<file path="src/rtl/branch_resolution_unit.sv">
// branch_resolution_unit: queues fetch-time branch predictions in program order,
// checks each one against the resolved outcome, drives the BTB update port and
// issues a fetch redirect (plus a wrong-path squash) on a mispredict.
// Optional feature macro: BRU_STATS_EN adds resolve/mispredict counters;
// without it stat_branches and stat_mispredicts are tied to 0.
// Handshake: pred_push and res_valid are single-cycle qualifiers sampled on the
// rising edge while in RUN; there is no back-pressure beyond pred_full, and both
// are ignored while the unit is flushing the wrong path.
module branch_resolution_unit #(
  parameter int DEPTH        = 4,
  parameter int FLUSH_CYCLES = 2
) (
  input  logic        bru_clk,
  input  logic        bru_reset_n,
  input  logic        pred_push,
  input  logic [31:0] pred_pc,
  input  logic        pred_taken,
  input  logic [31:0] pred_target,
  output logic        pred_full,
  input  logic        res_valid,
  input  logic [31:0] res_pc,
  input  logic        res_taken,
  input  logic [31:0] res_target,
  output logic        btb_write,
  output logic        btb_branch_taken,
  output logic [31:0] btb_new_pc,
  output logic [31:0] btb_data,
  output logic        redirect_valid,
  output logic [31:0] redirect_pc,
  output logic        res_error,
  output logic [31:0] stat_branches,
  output logic [31:0] stat_mispredicts,
  output logic        dbg_state
);

  localparam int PW = (DEPTH > 1) ? $clog2(DEPTH) : 1;
  localparam int CW = $clog2(FLUSH_CYCLES + 1);
  localparam logic [PW:0]   DEPTH_CNT = DEPTH[PW:0];
  localparam logic [CW-1:0] FLUSH_LD  = FLUSH_CYCLES[CW-1:0];

  typedef enum logic {ST_RUN = 1'b0, ST_FLUSH = 1'b1} state_e;

  state_e        state_q, state_d;
  logic [CW-1:0] flush_cnt_q, flush_cnt_d;
  logic [PW-1:0] wr_ptr_q, wr_ptr_d, rd_ptr_q, rd_ptr_d;
  logic [PW:0]   count_q, count_d;
  logic [31:0]   fifo_pc_q [DEPTH];
  logic [31:0]   fifo_pc_d [DEPTH];
  logic [31:0]   fifo_tgt_q [DEPTH];
  logic [31:0]   fifo_tgt_d [DEPTH];
  logic          fifo_tkn_q [DEPTH];
  logic          fifo_tkn_d [DEPTH];

  logic        pred_full_q, pred_full_d;
  logic        btb_write_q, btb_write_d;
  logic        btb_taken_q, btb_taken_d;
  logic [31:0] btb_new_pc_q, btb_new_pc_d;
  logic [31:0] btb_data_q, btb_data_d;
  logic        redirect_valid_q, redirect_valid_d;
  logic [31:0] redirect_pc_q, redirect_pc_d;
  logic        res_error_q, res_error_d;

  logic        resolve_acc, mispredict, pc_mismatch, do_pop, do_push;
  logic [31:0] head_pc, head_tgt;
  logic        head_tkn;

  assign head_pc  = fifo_pc_q[rd_ptr_q];
  assign head_tgt = fifo_tgt_q[rd_ptr_q];
  assign head_tkn = fifo_tkn_q[rd_ptr_q];

  // Next-state: FSM, FIFO bookkeeping, resolve compare and BTB/redirect outputs
  always_comb begin
    state_d          = state_q;
    flush_cnt_d      = flush_cnt_q;
    wr_ptr_d         = wr_ptr_q;
    rd_ptr_d         = rd_ptr_q;
    count_d          = count_q;
    fifo_pc_d        = fifo_pc_q;
    fifo_tgt_d       = fifo_tgt_q;
    fifo_tkn_d       = fifo_tkn_q;
    btb_write_d      = 1'b0;
    btb_taken_d      = btb_taken_q;
    btb_new_pc_d     = btb_new_pc_q;
    btb_data_d       = btb_data_q;
    redirect_valid_d = 1'b0;
    redirect_pc_d    = redirect_pc_q;
    res_error_d      = 1'b0;
    resolve_acc      = 1'b0;
    mispredict       = 1'b0;
    pc_mismatch      = 1'b0;
    do_pop           = 1'b0;
    do_push          = 1'b0;
    case (state_q)
      ST_RUN: begin
        resolve_acc = res_valid;
        if (resolve_acc) begin
          if (count_q == '0) begin
            // Nothing queued: treat as a not-taken prediction for an unknown branch
            res_error_d = 1'b1;
            mispredict  = res_taken;
          end else begin
            do_pop      = 1'b1;
            pc_mismatch = (head_pc != res_pc);
            res_error_d = pc_mismatch;
            mispredict  = (head_tkn != res_taken) |
                          (res_taken & (head_tgt != res_target)) | pc_mismatch;
          end
          btb_write_d  = 1'b1;
          btb_new_pc_d = res_pc;
          btb_data_d   = res_target;
          btb_taken_d  = res_taken;
          if (mispredict) begin
            redirect_valid_d = 1'b1;
            redirect_pc_d    = res_taken ? res_target : (res_pc + 32'd4);
          end
        end
        // A pop in the same cycle frees the slot, so a full FIFO still accepts
        do_push = pred_push & ((count_q != DEPTH_CNT) | do_pop);
        if (do_pop) rd_ptr_d = rd_ptr_q + 1'b1;
        if (do_push) begin
          fifo_pc_d[wr_ptr_q]  = pred_pc;
          fifo_tgt_d[wr_ptr_q] = pred_target;
          fifo_tkn_d[wr_ptr_q] = pred_taken;
          wr_ptr_d             = wr_ptr_q + 1'b1;
        end
        case ({do_push, do_pop})
          2'b10:   count_d = count_q + 1'b1;
          2'b01:   count_d = count_q - 1'b1;
          default: count_d = count_q;
        endcase
        // Everything still queued (including this cycle's push) is wrong-path
        if (mispredict) begin
          wr_ptr_d    = '0;
          rd_ptr_d    = '0;
          count_d     = '0;
          state_d     = ST_FLUSH;
          flush_cnt_d = FLUSH_LD;
        end
      end
      ST_FLUSH: begin
        flush_cnt_d = flush_cnt_q - 1'b1;
        if (flush_cnt_q <= 1) begin
          flush_cnt_d = '0;
          state_d     = ST_RUN;
        end
      end
      default: begin
        state_d     = ST_RUN;
        flush_cnt_d = '0;
      end
    endcase
    pred_full_d = (count_d == DEPTH_CNT);
  end

  // State and output registers, all cleared asynchronously
  always_ff @(posedge bru_clk or negedge bru_reset_n) begin
    if (!bru_reset_n) begin
      state_q          <= ST_RUN;
      flush_cnt_q      <= '0;
      wr_ptr_q         <= '0;
      rd_ptr_q         <= '0;
      count_q          <= '0;
      for (int i = 0; i < DEPTH; i++) begin
        fifo_pc_q[i]  <= '0;
        fifo_tgt_q[i] <= '0;
        fifo_tkn_q[i] <= 1'b0;
      end
      pred_full_q      <= 1'b0;
      btb_write_q      <= 1'b0;
      btb_taken_q      <= 1'b0;
      btb_new_pc_q     <= '0;
      btb_data_q       <= '0;
      redirect_valid_q <= 1'b0;
      redirect_pc_q    <= '0;
      res_error_q      <= 1'b0;
    end else begin
      state_q          <= state_d;
      flush_cnt_q      <= flush_cnt_d;
      wr_ptr_q         <= wr_ptr_d;
      rd_ptr_q         <= rd_ptr_d;
      count_q          <= count_d;
      fifo_pc_q        <= fifo_pc_d;
      fifo_tgt_q       <= fifo_tgt_d;
      fifo_tkn_q       <= fifo_tkn_d;
      pred_full_q      <= pred_full_d;
      btb_write_q      <= btb_write_d;
      btb_taken_q      <= btb_taken_d;
      btb_new_pc_q     <= btb_new_pc_d;
      btb_data_q       <= btb_data_d;
      redirect_valid_q <= redirect_valid_d;
      redirect_pc_q    <= redirect_pc_d;
      res_error_q      <= res_error_d;
    end
  end

  assign pred_full        = pred_full_q;
  assign btb_write        = btb_write_q;
  assign btb_branch_taken = btb_taken_q;
  assign btb_new_pc       = btb_new_pc_q;
  assign btb_data         = btb_data_q;
  assign redirect_valid   = redirect_valid_q;
  assign redirect_pc      = redirect_pc_q;
  assign res_error        = res_error_q;
  assign dbg_state        = (state_q == ST_FLUSH);

`ifdef BRU_STATS_EN
  logic [31:0] stat_br_q, stat_br_d, stat_mis_q, stat_mis_d;

  // Counters advance alongside the btb_write they describe, wrapping on overflow
  always_comb begin
    stat_br_d  = stat_br_q + {31'd0, resolve_acc};
    stat_mis_d = stat_mis_q + {31'd0, mispredict};
  end

  // Counter registers
  always_ff @(posedge bru_clk or negedge bru_reset_n) begin
    if (!bru_reset_n) begin
      stat_br_q  <= '0;
      stat_mis_q <= '0;
    end else begin
      stat_br_q  <= stat_br_d;
      stat_mis_q <= stat_mis_d;
    end
  end

  assign stat_branches    = stat_br_q;
  assign stat_mispredicts = stat_mis_q;
`else
  assign stat_branches    = '0;
  assign stat_mispredicts = '0;
`endif

endmodule

</file>
<file path="config.mk">
export PLATFORM = sky130hd
export DESIGN_NAME = branch_resolution_unit
export DESIGN_NICKNAME = d
export VERILOG_FILES = /design/src/rtl/branch_resolution_unit.sv
export SDC_FILE = /design/constraint.sdc
export NUM_CORES = 1
export LEC_CHECK = 0
export BUFFER_PORTS_ARGS = -buffer_cell sky130_fd_sc_hd__buf_2
export CORE_ASPECT_RATIO = 0.75
export CORE_MARGIN = 4
export CORE_UTILIZATION = 53
export CTS_CLUSTER_SIZE = 16
export DETAILED_ROUTE_END_ITERATION = 12
export PLACE_DENSITY = 0.83
export SETUP_SLACK_MARGIN = 0.1
export SLEW_MARGIN = 20
export SYNTH_ARGS = -nofsm -noshare
export SYNTH_HDL_FRONTEND = slang
export SYNTH_SLANG_ARGS = --single-unit
</file>
<file path="constraint.sdc">
create_clock -name bru_clk -period 9.05 [get_ports bru_clk]
set_input_delay 0 -clock bru_clk [delete_from_list [all_inputs] [get_ports bru_clk]]
set_output_delay 0 -clock bru_clk [all_outputs]
set_load 0.01 [all_outputs]
</file>
## Word level (Yosys, flattened, before mapping)

Index checks and enable logic that the tools add are counted.

- Register bits: 371
- Output and inout bits: 166
- Input port bits: 134
- Logic and storage cells: 106

- Eq/ne operators: 8
- Reductions and logical operators: 9
- $add $sub $neg: 6
- Bitwise gates (word level): 8
- $lt $le $gt $ge: 4
- Multiplexer cells: 46

Operators with widths:

| cell | number |
|---|---|
| $bwmux W128 | 2 |
| $mux W32 | 6 |
| $bmux W32 S2 | 2 |
| $demux W32 S2 | 1 |
| $ne A32 B32 Y1 | 2 |
| $add A32 B3 Y32 const B | 1 |
| $mux W1 | 21 |
| $mux W2 | 6 |
| $reduce_and A2 Y1 | 4 |
| $ge A3 B3 Y1 const B | 2 |
| $mux W3 | 2 |
| $not A2 Y3 | 2 |
| $pmux W3 S2 | 1 |
| $add A2 B1 Y2 const B | 2 |
| $bwmux W4 | 1 |
| $pmux W2 S2 | 1 |
| $reduce_bool A2 Y1 | 2 |
| $add A3 B1 Y3 const B | 1 |
| $eq A3 B3 Y1 const B | 1 |
| $logic_not A3 Y1 | 1 |
| $lt A3 B1 Y1 const B | 1 |
| $ne A3 B3 Y1 const B | 1 |
| $or A1 B1 Y1 | 3 |
| $reduce_and A3 Y1 | 1 |
| other kinds (13) | 14 |

## Longest topological paths before layout

- Depth in word-level cells: 16
- Depth in mapped cells: 14
- Gate-level depth less buffers: 9

## Worst setup path before layout

OpenSTA, ideal clock, no wires.

- Kind: reg-to-reg
- From: reg rd_ptr_q[0]
- To: reg redirect_pc_q[0] (netlist: redirect_pc[0])
- Data arrival time: 3372 ps
- Cell stages (with the launch flop): 12
- Clock period less this slack: 3497 ps
- Required time: 8925 ps
- Setup slack: 5553 ps
- Path through: dfrtp_1 -> buf_6 -> buf_6 -> mux4_2 -> xor2_1 -> nand4b_1 -> or4_1 -> or4_1 -> nor4b_2 -> a21oi_2 -> buf_6 -> mux2_4

- Word-level cells in the longest chain between the ends: 12

RTL lines:

| item | RTL line | RTL |
|---|---|---|
| start: declaration | 45 | `logic [PW-1:0] wr_ptr_q, wr_ptr_d, rd_ptr_q, rd_ptr_d;` |
| start signal: assignment | 180 | `rd_ptr_q <= rd_ptr_d;` |
| $not A2 Y3 (implied by the code) (*) | 67, 68, 69 |  |
| $bmux W32 S2 | 68 | `assign head_tgt = fifo_tgt_q[rd_ptr_q];` |
| $mux W32 (implied by the code) (2 in series) | 68 |  |
| $ne A32 B32 Y1 | 106 | `(res_taken & (head_tgt != res_target)) \| pc_mismatch;` |
| $and A1 B1 Y1 | 106 |  |
| $or A1 B1 Y1 | 105 | `mispredict = (head_tkn != res_taken) \|` |
| $or A1 B1 Y1 (*) | 106 |  |
| $mux W1 (*) | 97 | `if (count_q == '0) begin` |
| $mux W1 (*) | 96 | `if (resolve_acc) begin` |
| $mux W1 (*) | 93 | `case (state_q)` |
| $reduce_and A3 Y1 (no line) (*) | n/a |  |
| end signal: assignment | 191 | `redirect_pc_q <= redirect_pc_d;` |
| end: declaration | 60 | `logic [31:0] redirect_pc_q, redirect_pc_d;` |

Mark *: on every way between the ends. The rest lies on a longest branch, timed or not. The select of a mux whose other input is x is not followed.
A chain may end at the register's enable or synchronous reset.

## Worst setup path in the final report

- From: reg rd_ptr_q[0]
- To: reg redirect_pc_q[8] (netlist: redirect_pc[8])

Same word-level chain as after synthesis.

==> reports/qor.tcl <==
set qor(outcome) {finished, violations left}
set qor(violations) {negative hold slack}
set qor(yosysTopAreaCell) {dfrtp_1}
set qor(final_period_minus_worst_setup_slack_ns) 5.146
set qor(cp_data_arrival_time_ns) 5.56
set qor(drive_gt1_frac) 0.3585
set qor(timing.critical_path.cells) {buf_4, mux4_2, xnor2_1, nand4_1, or4_1, or4_1, o32ai_2, a21oi_4, buf_4, mux2_4}
set qor(required_ns) 9.46
set qor(cts-root-buf) {clkbuf_16}
set qor(std_cell_rows) 58
set qor(netlist-cell-type-count) 60
set qor(largest_cells_by_area_after_synthesis) {dfrtp_1, mux2_2, nand2_1}
set qor(timing.critical_path.to_type) {register}
set qor(dp_worst_setup_slack_ns) 4.004
set qor(total_half_perimeter_wirelength_after_legalization_and_detailed_placement_mm) 36.76
set qor(r2r_slack_ns) 3.90
set qor(final_hold_viol_count) 8
set qor(max_slew_headroom_at_the_worst_pin) 0.1667
set qor(placed_cells) 2090
set qor(worst_r2r_path_depth) 10
set qor(synth-edff-count) 0
set qor(chipHeight_um) 168.4
set qor(h_tree_depth) 2
set qor(timing.rr.end) {redirect_pc[8]}
set qor(route.detailed.drc) 0
set qor(yosys_most_used_dff) {dfrtp_1}
set qor(path_buf_inv) 2
set qor(tritoncts) {built}
set qor(synthesis.instances) 1478
set qor(final-max-slew-violation-count) 0
set qor(gr-total-overflow) 0
set qor(cts_inserted_buffers) 38
set qor(most-common-layout-cells) {dfrtp_1, mux2_2, nand2_1}
set qor(worstReg2RegStart) {rd_ptr_q[0]}
set qor(drt_first_iter_violations) 1319
set qor(synth_seq_area_share) 0.5108
set qor(type_of_the_worst_min_delay_path) {in -> async}
set qor(clkTransAtPathRegs_ns) 0.06
set qor(fin_nets) 1952
set qor(cpMaxStageDelayCell) {dfrtp_2}
set qor(pin_count_of_the_biggest_net_entering_global_routing) 88
set qor(top_level_i_o_count) 300
set qor(clk_latency_worst_skew_pair_ns) 0.54
set qor(cellLeakagePower_uw) 0.01023
set qor(worst_hold_slack_ns) -0.01164
set qor(synth-async-reset-ratio) 1.000
set qor(ys_ff_latch) 371
set qor(die_area_um2) 37350
set qor(grt_usage) 0.2881
set qor(globalplace.congestion) 0.9504
set qor(first_pass_grt_wire_length_mm) 84.24
set qor(die_width_um) 221.8
set qor(area_share_of_the_largest_cell_type_after_synthesis) 0.5108
set qor(route.vias.total) 13540
set qor(most_common_cell_after_layout_fill_and_taps_aside) {dfrtp_1}
set qor(standard_cell_core_area_um2) 33670
set qor(worst-slew-pin-transition_ns) 1.233
set qor(final.setup_skew_ns) 0.01605
set qor(drt_wl_cell_um) 24.02
set qor(finish.cell_count_without_fillers) 2294
set qor(final-setup-viol-count) 0
set qor(timing.critical_path.from_type) {register}
set qor(count_of_instances_resized_after_the_clock_tree_is_built) 0
set qor(numClockSinks) 371
set qor(wirelength_mm) 55.11
set qor(synthesis.area_per_instance_um2) 12.30
set qor(max_freq_mhz) 194.3
set qor(rsz0062_at_grt) {no}
set qor(setup-tns-final_ns) 0
set qor(ctsLongestPathBuffers) 3
set qor(port_buffers) 235
set qor(syn2layout_area_growth_pct) 21.68
set qor(synthesis.area_um2) 18180
set qor(antenna_violating_nets_post_route) 0
set qor(route.detailed.vias_per_inst) 5.902
set qor(vdd_drop_max_mv) 0.1894
set qor(initial_core_util) 0.5398
set qor(final_min_period_over_clock_period) 0.5687
set qor(path_class) {reg -> reg}
set qor(max_fo_critical_path) 38
set qor(max_cap_violations) 0
set qor(detail_route.first_pass.iterations) 6
set qor(pwr_density_cell_nw_per_um2) 349.2
set qor(critPathTopFamily) {simple AND/OR/NAND/NOR gates}
set qor(layout_setup_ws_ns) 3.904
set qor(antenna_violations_before_repair) 6
set qor(worst_path_largest_cell_delay_ns) 0.86
set qor(vias_in_the_first_global_route) 14030
set qor(yosys_warnings) 0
## kinds of logic (layout without fill, tap and decap cells)
family          count (synthesis)  in the layout  synth area share
simple gates                  348            348           0.08274
mux                           398            398            0.2691
flops                         371            371            0.5108
other cells                     1             67         0.0002063
compound gates                 98             98           0.03690
buf+inv                       164            464           0.05121
xor+xnor                       91             91           0.04385
fa+ha+maj                       7              7          0.005232
## worst max path at each step
stage	start	endpoint	slack (ns)	cells after the start
CTS	rd_ptr_q[0]	redirect_pc[8]	3.93	10
detailed placement	rd_ptr_q[0]	redirect_pc[20]	4.00	10
global placement	rd_ptr_q[0]	redirect_pc[10]	4.05	10
global route	rd_ptr_q[0]	redirect_pc[8]	3.69	10
finish	rd_ptr_q[0]	redirect_pc[8]	3.90	10
floorplan	rd_ptr_q[0]	redirect_pc[0]	5.55	11
## state kept, by name, summed over array words and instances (netlist names)
name / count
fifo_pc_q: 128
fifo_tgt_q: 128
btb_data: 32
btb_new_pc: 32
redirect_pc: 32
fifo_tkn_q: 4
count_q: 3
flush_cnt_q: 2
rd_ptr_q: 2
wr_ptr_q: 2
btb_branch_taken: 1
btb_write: 1
dbg_state: 1
pred_full: 1
redirect_valid: 1
res_error: 1
## worst reg2reg max path: stages, from the launching register on
cell	delay (ns)
dfrtp_2	0.86
buf_4	0.61
mux4_2	0.61
xnor2_1	0.18
nand4_1	0.14
or4_1	0.59
or4_1	0.56
o32ai_2	0.53
a21oi_4	0.15
buf_4	0.36
mux2_4	0.43
## where the power goes
| group | internal [uW] | switching, uW | leakage, uW |
|---|---|---|---|
| registers | 2460 | 581 | 0.00454 |
| clock network | 1050 | 673 | 0.000683 |
| logic | 1530 | 1430 | 0.00500 |
| total | 5040 | 2680 | 0.0102 |
## layer usage
metal,GRT usage,share of wire,up-vias
met4,0.1272,0.051,6
met5,0,0.00064,-
met3,0.08175,0.094,202
met2,0.4476,0.45,764
met1,0.3824,0.40,6851
li1,-,-,5716
## cells in the mapped netlist (7+ instances only)
cell      number
mux4_2        33
dfrtp_1      371
inv_1         12
clkbuf_1      58
nand4_1        9
mux2i_1       66
buf_2         12
xnor2_1       67
nand3_1       19
nor3_1         7
nand2_1      246
buf_4         68
xor2_1        24
mux2_4        32
nor2_1        25
mux2_2       267
and3_1        11
buf_1          7
o21ai_0       45
## stage by stage
stage	power (uW)	area (um2)	utilization
6_report	7724	22120	0.6568
5_1_grt	8096	22120	0.6568
4_1_cts	7657	22100	0.6564
3_5_place_dp	5864	19420	0.5767
3_3_place_gp	5705	19420	0.5767
2_1_floorplan	4963	18410	-
## cell type report
| cell class | instances | area [um2] |
|---|---|---|
| Inverter | 13 | 48.80 |
| Sequential cell | 371 | 9289 |
| Antenna cell | 3 | 7.507 |
| Timing Repair Buffer | 381 | 2618 |
| Fill cell | 2362 | 11550 |
| Clock buffer | 52 | 1127 |
| Tap cell | 450 | 563.0 |
| Multi-Input combinational cell | 1006 | 8218 |
| Clock inverter | 18 | 246.5 |
## what timing repair did
item,in CTS,in global routing
endpoints found under the hold margin,421,0
buffers inserted,0,0
hold buffers,131,0
(Power assumes the default switching activity.)
